$ cat config.mk
export PLATFORM = sky130hd
export DESIGN_NAME = dense_readout_flat
export DESIGN_NICKNAME = d
export VERILOG_FILES = /design/src/rtl/cnn_pkg.sv /design/src/rtl/dense_readout_if.sv /design/src/rtl/dense_readout.sv /design/src/flat_wrapper.sv
export SDC_FILE = /design/constraint.sdc
export NUM_CORES = 1
export LEC_CHECK = 0
export CAP_MARGIN = 0
export CORE_UTILIZATION = 40
export DETAILED_ROUTE_END_ITERATION = 7
export GPL_TIMING_DRIVEN = 0
export PLACE_DENSITY = 0.65
export SLEW_MARGIN = 20
export SYNTH_ARGS = -nofsm -noshare
export SYNTH_HDL_FRONTEND = slang
export SYNTH_SLANG_ARGS = --single-unit
$ cat constraint.sdc
create_clock -name clk -period 9.3 [get_ports clk]
set_clock_uncertainty 0.05 [all_clocks]
set_input_delay 1.395 -clock clk [delete_from_list [all_inputs] [get_ports clk]]
set_output_delay 1.395 -clock clk [all_outputs]
set_load 0.1 [all_outputs]
$ cat src/rtl/cnn_pkg.sv
// ---------------------------------------------------------------------------
// cnn_pkg
// Shared constants for the CNN inference datapath.
//   CNN_DATA_WIDTH / CNN_FRAC_BITS : default logit word format, Q(FRAC_BITS)
//   CNN_OUT_DIM                    : default number of output classes
//   S_MAX / S_MIN                  : saturation limits of a CNN_DATA_WIDTH word
//   cls_width()                    : class-index width, never below one bit
// ---------------------------------------------------------------------------
package cnn_pkg;

   localparam int CNN_DATA_WIDTH = 16;
   localparam int CNN_FRAC_BITS  = 8;
   localparam int CNN_OUT_DIM    = 10;

   localparam logic signed [CNN_DATA_WIDTH-1:0] S_MAX = {1'b0, {(CNN_DATA_WIDTH-1){1'b1}}};
   localparam logic signed [CNN_DATA_WIDTH-1:0] S_MIN = {1'b1, {(CNN_DATA_WIDTH-1){1'b0}}};

   // A single class still needs a one-bit index.
   function automatic int cls_width(input int n);
      return (n > 1) ? $clog2(n) : 1;
   endfunction

endpackage

$ cat src/rtl/dense_readout_if.sv
// ---------------------------------------------------------------------------
// dense_readout_if
// Ready/valid stream carrying one logit per word from the readout block.
//   m_valid : word valid (driven by master)
//   m_ready : sink accepts the word (driven by slave)
//   m_data  : signed logit
//   m_index : class index of m_data
//   m_last  : final word of the vector
// ---------------------------------------------------------------------------
interface dense_readout_if
   import cnn_pkg::*;
#(
   parameter int DATA_WIDTH = CNN_DATA_WIDTH,
   parameter int CLS_W      = cls_width(CNN_OUT_DIM)
);

   logic                         m_valid;
   logic                         m_ready;
   logic signed [DATA_WIDTH-1:0] m_data;
   logic [CLS_W-1:0]             m_index;
   logic                         m_last;

   modport master (
      output m_valid,
      output m_data,
      output m_index,
      output m_last,
      input  m_ready
   );

   modport slave (
      input  m_valid,
      input  m_data,
      input  m_index,
      input  m_last,
      output m_ready
   );

endinterface

$ cat src/rtl/dense_readout.sv
// ---------------------------------------------------------------------------
// dense_readout
// Snapshots the dense layer's output vector on start, streams it one logit
// per handshake over a ready/valid interface, and tracks the argmax along the
// way. The winning class and its value are published when the pass finishes.
//   clk       : rising-edge clock
//   reset     : synchronous, active-high reset
//   start     : one-cycle pulse from the dense layer (ignored unless idle)
//   in_vec    : OUT_DIM signed logits, captured on start
//   m_if      : stream master (m_valid/m_ready/m_data/m_index/m_last)
//   class_idx : argmax of the last completed pass
//   class_val : logit at class_idx
//   busy      : high whenever a pass is in progress
//   done      : one-cycle pulse at pass completion
// ---------------------------------------------------------------------------
module dense_readout
   import cnn_pkg::*;
#(
   parameter int DATA_WIDTH = CNN_DATA_WIDTH,
   parameter int OUT_DIM    = CNN_OUT_DIM,
   parameter int CLS_W      = cls_width(OUT_DIM)
) (
   input  logic                         clk,
   input  logic                         reset,
   input  logic                         start,
   input  logic signed [DATA_WIDTH-1:0] in_vec [0:OUT_DIM-1],
   dense_readout_if.master              m_if,
   output logic [CLS_W-1:0]             class_idx,
   output logic signed [DATA_WIDTH-1:0] class_val,
   output logic                         busy,
   output logic                         done
);

   typedef enum logic [1:0] {
      ST_IDLE,
      ST_STREAM,
      ST_FINISH
   } state_t;

   localparam logic [CLS_W-1:0] LAST_IDX = CLS_W'(OUT_DIM - 1);

   state_t                       state_q;
   logic [CLS_W-1:0]             idx_q;
   logic                         valid_q;
   logic                         busy_q;
   logic                         done_q;
   logic signed [DATA_WIDTH-1:0] buf_q [0:OUT_DIM-1];
   logic signed [DATA_WIDTH-1:0] best_val_q;
   logic [CLS_W-1:0]             best_idx_q;
   logic signed [DATA_WIDTH-1:0] class_val_q;
   logic [CLS_W-1:0]             class_idx_q;

   logic signed [DATA_WIDTH-1:0] cur_val;
   logic                         hs;
   logic                         take;
   logic signed [DATA_WIDTH-1:0] best_val_d;
   logic [CLS_W-1:0]             best_idx_d;

   // Single comparator: the current word against the running best. Index 0
   // always seeds the best; a strict '>' keeps the lowest index on ties.
   assign cur_val    = buf_q[idx_q];
   assign hs         = valid_q & m_if.m_ready;
   assign take       = (idx_q == '0) || (cur_val > best_val_q);
   assign best_val_d = take ? cur_val : best_val_q;
   assign best_idx_d = take ? idx_q   : best_idx_q;

   // Snapshot buffer: data only, so it carries no reset.
   always_ff @(posedge clk) begin
      if (state_q == ST_IDLE && start) begin
         buf_q <= in_vec;
      end
   end

   always_ff @(posedge clk) begin
      if (reset) begin
         state_q     <= ST_IDLE;
         idx_q       <= '0;
         valid_q     <= 1'b0;
         busy_q      <= 1'b0;
         done_q      <= 1'b0;
         best_val_q  <= '0;
         best_idx_q  <= '0;
         class_val_q <= '0;
         class_idx_q <= '0;
      end else begin
         case (state_q)
            ST_IDLE: begin
               done_q <= 1'b0;
               if (start) begin
                  state_q <= ST_STREAM;
                  idx_q   <= '0;
                  valid_q <= 1'b1;
                  busy_q  <= 1'b1;
               end
            end
            ST_STREAM: begin
               if (hs) begin
                  best_val_q <= best_val_d;
                  best_idx_q <= best_idx_d;
                  if (idx_q == LAST_IDX) begin
                     // Result includes the final word via the _d values.
                     state_q     <= ST_FINISH;
                     valid_q     <= 1'b0;
                     done_q      <= 1'b1;
                     class_val_q <= best_val_d;
                     class_idx_q <= best_idx_d;
                  end else begin
                     idx_q <= idx_q + CLS_W'(1);
                  end
               end
            end
            ST_FINISH: begin
               state_q <= ST_IDLE;
               done_q  <= 1'b0;
               busy_q  <= 1'b0;
            end
            default: begin
               state_q <= ST_IDLE;
               valid_q <= 1'b0;
               busy_q  <= 1'b0;
               done_q  <= 1'b0;
            end
         endcase
      end
   end

   // Stream outputs decode from registered state only; m_ready never
   // reaches them combinationally, so a stalled word holds by construction.
   assign m_if.m_valid = valid_q;
   assign m_if.m_data  = cur_val;
   assign m_if.m_index = idx_q;
   assign m_if.m_last  = valid_q && (idx_q == LAST_IDX);

   assign class_idx = class_idx_q;
   assign class_val = class_val_q;
   assign busy      = busy_q;
   assign done      = done_q;

endmodule

$ cat src/flat_wrapper.sv
// flat-port wrapper written by rule: the top's interface ports become plain ports
module dense_readout_flat import cnn_pkg::*;
#(
   parameter int DATA_WIDTH = CNN_DATA_WIDTH,
   parameter int OUT_DIM    = CNN_OUT_DIM,
   parameter int CLS_W      = cls_width(OUT_DIM)
)
  (clk, reset, start, in_vec, class_idx, class_val, busy, done, m_if_m_valid, m_if_m_data, m_if_m_index, m_if_m_last, m_if_m_ready);
  dense_readout_if #(.DATA_WIDTH(DATA_WIDTH), .CLS_W(CLS_W)) m_if_i ();
  input  logic clk;
  input  logic reset;
  input  logic start;
  input  logic signed [DATA_WIDTH-1:0] in_vec[0:OUT_DIM-1];
  output logic [CLS_W-1:0] class_idx;
  output logic signed [DATA_WIDTH-1:0] class_val;
  output logic busy;
  output logic done;
  output wire logic [$bits(m_if_i.m_valid)-1:0] m_if_m_valid;
  output wire logic [$bits(m_if_i.m_data)-1:0] m_if_m_data;
  output wire logic [$bits(m_if_i.m_index)-1:0] m_if_m_index;
  output wire logic [$bits(m_if_i.m_last)-1:0] m_if_m_last;
  input wire logic [$bits(m_if_i.m_ready)-1:0] m_if_m_ready;
  assign m_if_m_valid = m_if_i.m_valid;
  assign m_if_m_data = m_if_i.m_data;
  assign m_if_m_index = m_if_i.m_index;
  assign m_if_m_last = m_if_i.m_last;
  assign m_if_i.m_ready = m_if_m_ready;
  dense_readout #(.DATA_WIDTH(DATA_WIDTH), .OUT_DIM(OUT_DIM), .CLS_W(CLS_W)) u_core (.clk(clk), .reset(reset), .start(start), .in_vec(in_vec), .m_if(m_if_i), .class_idx(class_idx), .class_val(class_val), .busy(busy), .done(done));
endmodule
==> metrics.log <==
[metrics] leakage: 4.050 nW
[metrics] Yosys top cell area share: 54.74%
[metrics] top cells by instance count after synthesis: sky130_fd_sc_hd__edfxtp_1 (160), sky130_fd_sc_hd__mux2i_1 (51), sky130_fd_sc_hd__dfxtp_1 (49)
[metrics] sum of net half-perimeters after detailed placement: 16500 um
[metrics] vias in the first global route: 5991
[metrics] dominant cell by count in the synthesized netlist: sky130_fd_sc_hd__edfxtp_1
[metrics] die height: 150.1 um
[metrics] unrepaired setup endpoints after global routing: false
[metrics] minimum clock period: 5.530 ns
[metrics] area growth from synthesis to final layout: 36.89%
[metrics] transition time at the pin with the least slew margin: 1.030 ns
[metrics] initial antenna violation count: 3
[metrics] Cells after Synth: 555
[metrics] CTS H-tree lvls: 1
[metrics] count of flip-flops with a built-in enable after synthesis: 160
[metrics] net count after synthesis: 738
[metrics] number of cells in the finished layout apart from fillers: 1079
[metrics] root buffer cell: sky130_fd_sc_hd__clkbuf_16
[metrics] critical path class: register to primary output
[metrics] die area: 22540 um^2
[metrics] total power divided by cell area: 182.2 nW/um^2
[metrics] Initial Util: 41.23%
[metrics] number of iterations in the first detailed-routing pass: 4
[metrics] post-synthesis sequential area ratio: 65.92%
[metrics] number of placed I/O pins: 208
[metrics] DRC viols: 0
[metrics] kind of path behind the tightest hold check: register to register
[metrics] quantity of hold-fixing buffers added after cts: 0
[metrics] FP Rows: 53
[metrics] cts repair resizes: 0
[metrics] final WL: 21530 um
[metrics] Avg Vias per Cell: 5.168
[metrics] number of failing hold endpoints at the final stage: 0
[metrics] number of placed cells counting well taps: 1041
[metrics] distinct cell type count of the synthesized netlist: 43
[metrics] Max Fclk: 0.1808 GHz
[metrics] number of failing setup endpoints in the final timing report: 0
[metrics] maximum number of pins on one net before global-route repair: 32
[metrics] CP Launch Type: register
[metrics] remaining max-slew budget at the tightest pin: 31.15%
[metrics] YS warnings: 0
[metrics] area of the core region: 21290 um^2
[metrics] clock-pin slew on the worst setup and hold paths: 0.06 ns
[metrics] layout cell share with drive strength beyond 1: 11.07%
[metrics] area of the mapped netlist: 8777 um^2
[metrics] top post-synthesis cells by area: sky130_fd_sc_hd__edfxtp_1 (55%), sky130_fd_sc_hd__dfxtp_1 (11%), sky130_fd_sc_hd__mux4_2 (8.2%), sky130_fd_sc_hd__mux2i_1 (5.8%), sky130_fd_sc_hd__nand2b_1 (2.8%)
[metrics] input/output buffers: 206
[metrics] Max Slew Vio Count: 0
[metrics] total power draw: 2.189 mW
[metrics] fraction of registers with async set or reset after synthesis: 0%
[metrics] critical path peak fanout: 10
[metrics] residual antenna-violating net count after detailed routing: 0
[metrics] number of vias after detailed routing: 5576
[metrics] buffer count from post-CTS setup fixing: 0
[metrics] fin nets: 974
[metrics] detail-routed net length per standard cell: 19.95 um
[metrics] most used flip-flop cell after synthesis: sky130_fd_sc_hd__edfxtp_1
[metrics] number of buffers created by CTS: 23
[metrics] sink count of the clock tree: 209
[metrics] Overall Global Routing Usage: 19.51%
[metrics] part of the cycle the worst path needs: 59.47%
[metrics] first-pass GRT wire length: 32830 um
[metrics] mean area per synthesized cell: 15.81 um^2
[metrics] placer congestion estimate: 0.8241
[metrics] crit end category: primary output
[metrics] CP required: 7.86 ns
[metrics] max-cap violation count: 0
[metrics] clock network latency to the later pin of the worst-skew pair: 0.50 ns
[metrics] peak ir drop on the vdd network: 0.1322 mV
[metrics] result of the run: complete, no violations
[metrics] number of flip-flops and latches in the synthesized netlist: 209
[metrics] WP data arrival: 4.09 ns
[metrics] library cell with the largest summed area after synthesis: sky130_fd_sc_hd__edfxtp_1
[metrics] maximum root-to-sink buffer count: 3
[metrics] DIE WIDTH: 150.1 um
[metrics] antenna fix cells: 0
[metrics] TritonCTS clock tree: yes
[metrics] violation count after the first detailed-routing iteration: 240
[metrics] GRT overflow: 0
area by class of cell:
class                      count  area, um^2
buffer                        38       192.7
clock buffer                  23       575.6
clock inverter                15       141.4
fill                        1693        9271
inverter                      22       82.58
multi-input combinational    286        2724
sequential                   209        5786
tap                          275       344.1
timing repair buffer         211        2170
logic make-up (layout without fill, tap and decap cells):
| kind of cell | Yosys count | count (layout) | share of synthesized area, % |
|---|---|---|---|
| adders and majority gates | 19 | 19 | 2.709 |
| muxes | 84 | 84 | 14.16 |
| AOI/OAI and AO/OA | 97 | 97 | 8.539 |
| buffers and inverters | 60 | 309 | 3.136 |
| and+or+nand+nor | 84 | 84 | 5.346 |
| DFF | 209 | 209 | 65.92 |
| xor gates and xnor gates | 2 | 2 | 0.1996 |
worst max-delay path: stages, from the launching register on:
cell	delay, ns
sky130_fd_sc_hd__dfxtp_1	0.35
sky130_fd_sc_hd__buf_2	0.28
sky130_fd_sc_hd__buf_1	0.63
sky130_fd_sc_hd__mux4_2	0.34
sky130_fd_sc_hd__mux2i_1	0.10
sky130_fd_sc_hd__o22ai_1	0.61
sky130_fd_sc_hd__clkdlybuf4s50_1	1.27
layer usage:
metal / vias up / share of wire [%] / GRT usage [%]
met5: - / 0.12 / 0
met4: 4 / 1.5 / 4.444
met3: 25 / 7.7 / 5.364
met2: 182 / 49 / 33.06
met1: 2710 / 42 / 24.87
li1: 2655 / - / -
power breakdown:
| group | switching, mW | total (mW) | leakage (nW) | internal (mW) |
|---|---|---|---|---|
| Clock | 0.347 | 0.874 | 0.353 | 0.528 |
| Combinational | 0.127 | 0.243 | 1.77 | 0.116 |
| Sequential | 0.0121 | 1.07 | 1.93 | 1.06 |
through the flow:
stage / utilization, % / setup TNS, ns / area [um^2] / setup WS (ns) / hold WS (ns)
floorplan: - / 0 / 8777 / 0.3354 / 0.3987
global placement: 52.54 / -347.18 / 11180 / -2.150 / 0.4043
detailed placement: 53.08 / 0 / 11300 / 4.244 / 0.4028
CTS: 56.45 / 0 / 12020 / 3.721 / 0.4121
global route: 56.45 / 0 / 12020 / 3.645 / 0.4220
finish: 56.45 / 0 / 12020 / 3.770 / 0.4088
worst paths after layout:
check	from	to	slack, ns	cells past startpoint
max	u_core.m_if.m_index[1]$_SDFFE_PP0P_	m_if_m_data[3]	3.77	6
min	u_core.busy$_SDFFE_PP0P_	u_core.busy$_SDFFE_PP0P_	0.41	2
max reg2reg	u_core.m_if.m_index[0]$_SDFFE_PP0P_	u_core.class_idx[1]$_SDFFE_PP0P_	4.70	13
min reg2reg	u_core.busy$_SDFFE_PP0P_	u_core.busy$_SDFFE_PP0P_	0.41	2
sequential cells by signal, summed over array words and instances, names as in the netlist, 2 cells and up:
signal	count
u_core.m_if.m_index	4
u_core.class_val	16
u_core.best_val_q	16
u_core.buf_q	160
u_core.class_idx	4
u_core.best_idx_q	4
u_core.state_q	2
cell usage in the layout, fill, tap and decap left out, types with 6 or more instances in the layout:
cell type and n:
sky130_fd_sc_hd__clkinv_1 7, sky130_fd_sc_hd__mux2i_1 51, sky130_fd_sc_hd__edfxtp_1 160, sky130_fd_sc_hd__a2111oi_0 18, sky130_fd_sc_hd__dfxtp_1 49, sky130_fd_sc_hd__nand2_1 6
sky130_fd_sc_hd__nor2_1 19, sky130_fd_sc_hd__buf_2 7, sky130_fd_sc_hd__clkdlybuf4s50_1 206, sky130_fd_sc_hd__o22ai_1 15, sky130_fd_sc_hd__o21bai_1 18, sky130_fd_sc_hd__mux4_2 32
sky130_fd_sc_hd__a311oi_1 15, sky130_fd_sc_hd__a21oi_1 9, sky130_fd_sc_hd__clkbuf_16 23, sky130_fd_sc_hd__nand2b_1 39, sky130_fd_sc_hd__inv_1 22, sky130_fd_sc_hd__ha_1 19
sky130_fd_sc_hd__clkbuf_1 21, sky130_fd_sc_hd__a211oi_1 7
No activity file was read; power rests on OpenSTA's default activity.
